==> config.mk <==
export PLATFORM = sky130hd
export DESIGN_NAME = alu_seq_unit_flat
export DESIGN_NICKNAME = d
export VERILOG_FILES = /design/src/rtl/alu_seq_unit_if.sv /design/src/rtl/alu_seq_unit.sv /design/src/flat_wrapper.sv
export SDC_FILE = /design/constraint.sdc
export NUM_CORES = 1
export LEC_CHECK = 0
export CAP_MARGIN = 0
export CELL_PAD_IN_SITES_DETAIL_PLACEMENT = 0
export CELL_PAD_IN_SITES_GLOBAL_PLACEMENT = 1
export CORE_MARGIN = 5
export CORE_UTILIZATION = 41
export CTS_CLUSTER_DIAMETER = 30
export DETAILED_ROUTE_END_ITERATION = 8
export PLACE_DENSITY = 0.81
export SLEW_MARGIN = 10
export SYNTH_ARGS = -nofsm -noshare
export SYNTH_HDL_FRONTEND = slang
export SYNTH_SLANG_ARGS = --single-unit
==> constraint.sdc <==
create_clock -name clk -period 3.6 [get_ports clk]
set_input_delay 0.36 -clock clk [delete_from_list [all_inputs] [get_ports clk]]
set_output_delay 0.36 -clock clk [all_outputs]
set_load 0.02 [all_outputs]
==> src/rtl/alu_seq_unit_if.sv <==
// ============================================================================
// Module   : alu_seq_unit_if
// Purpose  : Operand/result handshake bundle for the sequential ALU.
// Revision : 1.0
// ============================================================================
`default_nettype none

interface alu_seq_unit_if;
    logic        in_valid;
    logic        in_ready;
    logic [3:0]  op;
    logic [31:0] in0;
    logic [31:0] in1;
    logic        out_valid;
    logic        out_ready;
    logic [31:0] out;
    logic        zero;

    modport slave (
        input  in_valid, op, in0, in1, out_ready,
        output in_ready, out_valid, out, zero
    );

    modport master (
        output in_valid, op, in0, in1, out_ready,
        input  in_ready, out_valid, out, zero
    );
endinterface

`default_nettype wire

==> src/rtl/alu_seq_unit.sv <==
// ============================================================================
// Module   : alu_seq_unit
// Purpose  : 32-bit RV-style ALU; shifts iterate one bit per cycle.
// Revision : 1.0
// ============================================================================
`default_nettype none

module alu_seq_unit (
    input  wire logic      clk,
    input  wire logic      rst_n,
    alu_seq_unit_if.slave  bus
);

    localparam logic [3:0] OP_ADD  = 4'b0000;
    localparam logic [3:0] OP_SUB  = 4'b1000;
    localparam logic [3:0] OP_SLL  = 4'b0001;
    localparam logic [3:0] OP_SLT  = 4'b0010;
    localparam logic [3:0] OP_SLTU = 4'b0011;
    localparam logic [3:0] OP_XOR  = 4'b0100;
    localparam logic [3:0] OP_SRL  = 4'b0101;
    localparam logic [3:0] OP_SRA  = 4'b1101;
    localparam logic [3:0] OP_OR   = 4'b0110;
    localparam logic [3:0] OP_AND  = 4'b0111;

    typedef enum logic [1:0] {
        IDLE  = 2'd0,
        SHIFT = 2'd1,
        DONE  = 2'd2
    } state_t;

    state_t      r_state;
    state_t      w_state_nxt;
    logic [31:0] r_shreg;
    logic [31:0] w_shreg_nxt;
    logic [4:0]  r_cnt;
    logic [4:0]  w_cnt_nxt;
    logic [3:0]  r_op;
    logic [3:0]  w_op_nxt;
    logic [31:0] w_alu;
    logic [31:0] w_shift_step;
    logic        w_is_shift;
    logic [4:0]  w_shamt;

    assign w_shamt    = bus.in1[4:0];
    assign w_is_shift = (bus.op == OP_SLL) || (bus.op == OP_SRL) || (bus.op == OP_SRA);

    // Single-cycle result; a zero-distance shift simply passes in0 through.
    always_comb begin
        w_alu = 32'd0;
        case (bus.op)
            OP_ADD:  w_alu = bus.in0 + bus.in1;
            OP_SUB:  w_alu = bus.in0 - bus.in1;
            OP_SLT:  w_alu = {31'd0, $signed(bus.in0) < $signed(bus.in1)};
            OP_SLTU: w_alu = {31'd0, bus.in0 < bus.in1};
            OP_XOR:  w_alu = bus.in0 ^ bus.in1;
            OP_OR:   w_alu = bus.in0 | bus.in1;
            OP_AND:  w_alu = bus.in0 & bus.in1;
            OP_SLL, OP_SRL, OP_SRA: w_alu = bus.in0;
            default: w_alu = 32'd0;
        endcase
    end

    always_comb begin
        w_shift_step = {r_shreg[31], r_shreg[31:1]};
        case (r_op)
            OP_SLL:  w_shift_step = {r_shreg[30:0], 1'b0};
            OP_SRL:  w_shift_step = {1'b0, r_shreg[31:1]};
            default: w_shift_step = {r_shreg[31], r_shreg[31:1]};
        endcase
    end

    always_comb begin
        w_state_nxt = r_state;
        w_shreg_nxt = r_shreg;
        w_cnt_nxt   = r_cnt;
        w_op_nxt    = r_op;
        case (r_state)
            IDLE: begin
                if (bus.in_valid) begin
                    w_op_nxt = bus.op;
                    if (w_is_shift && (w_shamt != 5'd0)) begin
                        w_state_nxt = SHIFT;
                        w_shreg_nxt = bus.in0;
                        w_cnt_nxt   = w_shamt;
                    end else begin
                        w_state_nxt = DONE;
                        w_shreg_nxt = w_alu;
                        w_cnt_nxt   = 5'd0;
                    end
                end
            end
            SHIFT: begin
                w_shreg_nxt = w_shift_step;
                w_cnt_nxt   = r_cnt - 5'd1;
                if (r_cnt <= 5'd1) begin
                    w_state_nxt = DONE;
                end
            end
            DONE: begin
                if (bus.out_ready) begin
                    w_state_nxt = IDLE;
                    w_shreg_nxt = 32'd0;
                end
            end
            default: begin
                w_state_nxt = IDLE;
                w_shreg_nxt = 32'd0;
                w_cnt_nxt   = 5'd0;
            end
        endcase
    end

    always_ff @(posedge clk) begin
        if (!rst_n) begin
            r_state <= IDLE;
            r_shreg <= 32'd0;
            r_cnt   <= 5'd0;
            r_op    <= 4'd0;
        end else begin
            r_state <= w_state_nxt;
            r_shreg <= w_shreg_nxt;
            r_cnt   <= w_cnt_nxt;
            r_op    <= w_op_nxt;
        end
    end

    // The result register doubles as the shifter, so it is masked until DONE.
    assign bus.in_ready  = (r_state == IDLE);
    assign bus.out_valid = (r_state == DONE);
    assign bus.out       = (r_state == DONE) ? r_shreg : 32'd0;
    assign bus.zero      = (r_state == DONE) && (r_shreg == 32'd0);

endmodule

`default_nettype wire
==> src/flat_wrapper.sv <==
// flat-port wrapper written by rule: the top's interface ports become plain ports
module alu_seq_unit_flat 
  (clk, rst_n, bus_in_valid, bus_op, bus_in0, bus_in1, bus_out_ready, bus_in_ready, bus_out_valid, bus_out, bus_zero);
  alu_seq_unit_if bus_i ();
  input  wire logic clk;
  input  wire logic rst_n;
  input wire logic [$bits(bus_i.in_valid)-1:0] bus_in_valid;
  input wire logic [$bits(bus_i.op)-1:0] bus_op;
  input wire logic [$bits(bus_i.in0)-1:0] bus_in0;
  input wire logic [$bits(bus_i.in1)-1:0] bus_in1;
  input wire logic [$bits(bus_i.out_ready)-1:0] bus_out_ready;
  output wire logic [$bits(bus_i.in_ready)-1:0] bus_in_ready;
  output wire logic [$bits(bus_i.out_valid)-1:0] bus_out_valid;
  output wire logic [$bits(bus_i.out)-1:0] bus_out;
  output wire logic [$bits(bus_i.zero)-1:0] bus_zero;
  assign bus_i.in_valid = bus_in_valid;
  assign bus_i.op = bus_op;
  assign bus_i.in0 = bus_in0;
  assign bus_i.in1 = bus_in1;
  assign bus_i.out_ready = bus_out_ready;
  assign bus_in_ready = bus_i.in_ready;
  assign bus_out_valid = bus_i.out_valid;
  assign bus_out = bus_i.out;
  assign bus_zero = bus_i.zero;
  alu_seq_unit u_core (.clk(clk), .rst_n(rst_n), .bus(bus_i));
endmodule
# Word level (Yosys, flattened, before mapping)
# Index checks and enable logic that the tools add are counted.
[classes] n_reduce_logical=14 eq_ne=17 n_mux=15 n_bitwise=4 addsub=3 n_lt_le_gt_ge=3
[op_table] operator="$pmux 32 s8" n=1
[op_table] operator="$mux 32" n=4
[op_table] operator="$pmux 32 s3" n=1
[op_table] operator="$lt 32x32->1" n=2
[op_table] operator="$pmux 32 s2" n=1
[op_table] operator="$add 32x32->32" n=1
[op_table] operator="$and 32x32->32" n=1
[op_table] operator="$logic_not 32->1" n=1
[op_table] operator="$or 32x32->32" n=1
[op_table] operator="$sub 32x32->32" n=1
[op_table] operator="$xor 32x32->32" n=1
[op_table] operator="$eq 4x3->1 const B" n=5
[op_table] operator="$pmux 5 s3" n=1
[op_table] operator="$mux 5" n=2
[op_table] operator="$eq 4x1->1 const B" n=2
[op_table] operator="$eq 4x2->1 const B" n=2
[op_table] operator="$eq 4x4->1 const B" n=2
[op_table] operator="$mux 2" n=4
[op_table] operator="$pmux 2 s3" n=1
[op_table] operator="$reduce_and 2->1" n=3
[op_table] operator="$reduce_and 3->1" n=2
[op_table] operator="$le 5x1->1 const B" n=1
[op_table] operator="$reduce_bool 5->1" n=1
[op_table] operator="$sub 5x1->5 const B" n=1
[op_table] operator="other kinds (11)" n=14
[totals] regBits=43 in_bits=72 out_inout_bits=35 elab_cells=61

# Longest topological paths before layout
[depth] depth_word=7 mapped_depth=14 ltp_nobuf=14

# Worst setup path after synthesis
# Ideal clock, no wire load.
[synth_path] path_kind="input to register" startpoint="input bus_in1[0]" endpoint="register u_core.r_shreg[30]" t_arrival_ns=2.905 setup_slack_ns=0.569 required_ns=3.475 setup_time_ns=0.125 stages=14 n_path_buf=0 cell_sequence="ha_1 inv_1 fa_1 nand2b_1 a211oi_1 and4bb_1 o21ai_2 a41oi_1 o31ai_2 a21o_1 a21o_1 xnor2_1 a211oi_1 o41a_1"
[synth_between] elab_chain_len=5 elab_cells_between_ends=8 cone_classes="2 x add/sub; 4 x mux; 2 x reduce/logical"
[synth_rtl] item="from (decl)" line="flat_wrapper.sv:10" rtl="input wire logic [$bits(bus_i.in1)-1:0] bus_in1;"
[synth_rtl] item="$sub 32x32->32, or another cell as far along" line="alu_seq_unit.sv:52" rtl="OP_SUB: w_alu = bus.in0 - bus.in1;"
[synth_rtl] item="$pmux 32 s8 or $logic_and 1x1->1 (tied branches)" line="alu_seq_unit.sv:50, alu_seq_unit.sv:81"
[synth_rtl] item="$mux 32 (*)" line="alu_seq_unit.sv:81" rtl="if (w_is_shift && (w_shamt != 5'd0)) begin"
[synth_rtl] item="$mux 32 (*)" line="alu_seq_unit.sv:79" rtl="if (bus.in_valid) begin"
[synth_rtl] item="$pmux 32 s3 (*)" line="alu_seq_unit.sv:77" rtl="case (r_state)"
[synth_rtl] item="to (signal assigned)" line="alu_seq_unit.sv:121" rtl="r_shreg <= w_shreg_nxt;"
[synth_rtl] item="to (decl)" line="alu_seq_unit.sv:33" rtl="logic [31:0] r_shreg;"
# Every way passes the cells marked *; elsewhere a longest branch is shown, timed or not. The select of a mux whose other input is x is not followed.
# A chain may end at the register's enable or synchronous reset.

# Final worst setup path
# Same ends and word-level chain as after synthesis.

==> results.yml <==
timing:
  hold_slack_ns: 0.520
  setup_viol: 0
  setup-tns-final_ns: 0
  max_freq_mhz: 287
  report.final.slew_viol_count: 0
  period_share_pct: 96.8
  finalHoldViolCount: 0
  max_slew_margin_pct: 34.0
  finClkSkew_ns: 0.0107
  worst_pin_slew_ns: 0.981
  fin_crit_ns: 3.48
worst_setup_path:
  rrSetupSlack_ns: 1.11
  crit_chain: "clkdlybuf4s50_1 -> ha_2 -> inv_1 -> fa_2 -> nand2b_4 -> a211oi_4 -> and4bb_2 -> o21ai_4 -> a41oi_2 -> o31ai_2 -> a21o_1 -> a21o_1 -> xnor2_1 -> a211oi_1 -> o41a_1"
  path_max_fanout: 3
  r2r-start: "u_core.r_op[1]$_SDFFE_PN0P_"
  critPathKind: "in2reg"
  arrival_ns: 3.68
  crit_path_max_incr_delay_ns: 0.49
  required_ns: 3.79
  cp_common_cell: "a21o_1"
  cpMaxStageDelayCell: "clkdlybuf4s50_1"
  crit_start: "bus_in1[0]"
  startpoint_type: "input pin"
  crit_path_end_kind: "register"
synthesis:
  synthArstFlopShare_pct: 0
  synth.avg_cell_area_um2: 6.68
  synth_top_area_share_pct: 16.1
  synth_flop_cell: "dfxtp_1"
  synth_fp_nets: 1375
  yosys_warnings: 0
  ys_ff_latch: 43
  synth_area_um2: 8000
  synth_enable_flop_cells: 0
  synthCells: 1198
  synth_area_leaders: "ha_1 16%, dfxtp_1 11%, a21oi_1 9.4%"
  ys_seq_area_share_pct: 10.8
  synth_top_cell_by_area: "ha_1"
  synth_cell_type_count: 84
clocking:
  worstSkewPairLatency_ns: 0.30
  cts_htree_levels: 2
  cts.path.max_buffers: 2
  cts_buffers: 5
  clk_pin_slew_ns: 0.07
  cts_tree: "yes"
  root_buffer: "clkbuf_16"
  clock_sinks: 43
  cts_hold_buffers: 0
floorplanning:
  die_h_um: 150
  fp.dieW_um: 150
  io-pin-count: 107
  die_area_um2: 22400
  row_count: 51
  core-area_um2: 19300
  start_util_pct: 41.4
global_route:
  grt_max_degree: 35
  antenna_found_initial: 0
  track_usage_pct: 28.4
  grt.overflow.total: 0
  first_global_vias: 9135
  grt_pass1_wl_um: 50800
cells_and_area:
  areaGrowthSynthToFinish_pct: 31.2
  nets: 1561
  n_fill_cell: 1966
  diodes: 0
  instances_no_fill: 1649
  postLayoutCellArea_um2: 10500
  drive_above_1_share_pct: 15.0
drt:
  top_layer_used: "met4"
  firstDrtPassIters: 5
  wirelength_um: 32700
  wl_per_cell_um: 19.9
  drt_iter0_markers: 1055
  wl_met3_um: 2690
  wl_met1_um: 14000
  drc_errors: 0
  final_antenna_net_count: 0
  viasPerCell: 5.95
  vias: 9816
  dr_wl_met2_um: 15100
placed_design:
  placed_area_um2: 10200
  dp_cells: 1640
  gp_congestion: 0.963
  numPortBuffers: 106
  dp_hpwl_um: 25300
power_and_ir_drop:
  powerDensity_nw_per_um2: 236
  leakagePower_nw: 4.53
  peakVddDrop_mv: 0.173
  power_mw: 2.47
run_status:
  outcome: "finished, final reports clean"
min_path:
  hp-start: "u_core.r_shreg[7]$_SDFFE_PN0P_"
  worstHoldPathType: "reg2reg"
job:
  drv_cap: 0
-- through the flow --
| stage | setup slack, ns | utilization (%) |
|---|---|---|
| 2_1_floorplan | 0.569 | - |
| 3_3_place_gp | -0.360 | 52.8 |
| 3_5_place_dp | -0.405 | 52.8 |
| 4_1_cts | 0.0269 | 53.7 |
| 5_1_grt | -0.0226 | 54.3 |
| 6_report | 0.116 | 54.3 |
-- cells in the mapped netlist, types with 3 or more instances --
cell / n
ha_1: 103
o21ai_1: 4
a21oi_1: 150
nor2_1: 101
mux2i_1: 9
o21ai_0: 81
o221ai_1: 10
nand2b_1: 10
o211ai_1: 9
a22oi_1: 14
a211oi_1: 9
o211a_1: 4
nand4_1: 6
xnor2_1: 16
a31oi_1: 15
a221oi_1: 31
nor3_1: 25
or2_2: 5
nor2b_1: 22
o21ai_2: 3
nand2_1: 131
dfxtp_1: 43
o21bai_1: 11
and3b_1: 4
nor4_1: 16
o31ai_1: 11
o22ai_1: 5
and2_1: 36
inv_1: 100
nand3_1: 23
a221o_1: 16
a21o_1: 15
nor3b_1: 3
and3_1: 10
o31a_1: 5
buf_2: 11
a21boi_0: 4
a2111oi_2: 3
buf_1: 6
or3_1: 4
a41oi_1: 3
clkbuf_1: 59
-- per-layer routing --
layer / track usage [%] / up-vias
met5: 0 / -
met4: 8.78 / 0
met3: 2.94 / 80
met2: 47.2 / 487
met1: 38.8 / 4571
li1: - / 4678
-- sequential cells by signal, summed over array words and instances (netlist names) --
| register | flops |
|---|---|
| u_core.r_cnt | 5 |
| u_core.r_op | 4 |
| u_core.r_shreg | 32 |
| u_core.r_state | 2 |
-- kinds of logic (layout without fill, tap and decap cells) --
group | after synthesis | after routing | share of synthesized area [%]
XOR/XNOR | 17 | 17 | 1.86
AND/OR/NAND/NOR | 406 | 406 | 24.2
adder cells (fa/ha/maj) | 105 | 105 | 16.6
multiplexers | 10 | 10 | 1.27
buffers and inverters | 179 | 365 | 8.71
AO/OA/AOI/OAI | 438 | 438 | 36.6
flip-flops | 43 | 43 | 10.8
-- cell type report --
cell class	instances	area (um^2)	share of cell area, %
repair buffers	257	2200	20.9
clock buffers	6	129	1.23
inverters	101	379	3.61
clock inverters	1	30.0	0.286
multi-input cells	976	6570	62.6
flip-flops and latches	43	861	8.20
well taps	265	332	3.16
-- power breakdown --
| group | internal [mW] | total (mW) | switching, mW | leakage, nW |
|---|---|---|---|---|
| Sequential | 0.506 | 0.553 | 0.0472 | 0.351 |
| Combinational | 0.586 | 1.37 | 0.785 | 4.10 |
| Clock | 0.325 | 0.548 | 0.223 | 0.0769 |
| Total | 1.42 | 2.47 | 1.06 | 4.53 |
-- critical path, delay by kind of cell --
kind | cells | cell delay (ns)
compound gates | 8 | 1.64
buf+inv | 2 | 0.55
fa+ha+maj | 2 | 0.53
simple gates | 2 | 0.48
xor+xnor | 1 | 0.12
-- layout by cell type, fill, tap and decap left out, drive strengths merged, types with 12 or more instances in the layout --
master / Yosys / routed
a21o: 15 / 15
a21oi: 151 / 151
a221o: 18 / 18
a221oi: 32 / 32
a22oi: 14 / 14
a31oi: 15 / 15
and2: 37 / 37
buf: 19 / 151
clkdlybuf4s50: 0 / 105
dfxtp: 43 / 43
ha: 103 / 103
inv: 101 / 101
nand2: 131 / 131
nand3: 23 / 23
nor2: 101 / 101
nor2b: 22 / 22
nor3: 25 / 25
nor4: 16 / 16
o21ai: 88 / 88
o21bai: 12 / 12
o31ai: 12 / 12
xnor2: 16 / 16
-- path summary, 6_finish.rpt --
kind                                     end  depth (start not counted)
min           u_core.r_shreg[7]$_SDFFE_PN0P_                          2
max reg2reg  u_core.r_shreg[16]$_SDFFE_PN0P_                         11
max          u_core.r_shreg[30]$_SDFFE_PN0P_                         15
min reg2reg   u_core.r_shreg[7]$_SDFFE_PN0P_                          2
-- timing repair --
item,CTS,global route
endpoints found under the setup margin,1,14
buffers inserted,0,2
hold endpoints to repair,0,0
pin swaps,1,13
resized for setup,2,21
(Power assumes the default switching activity.)
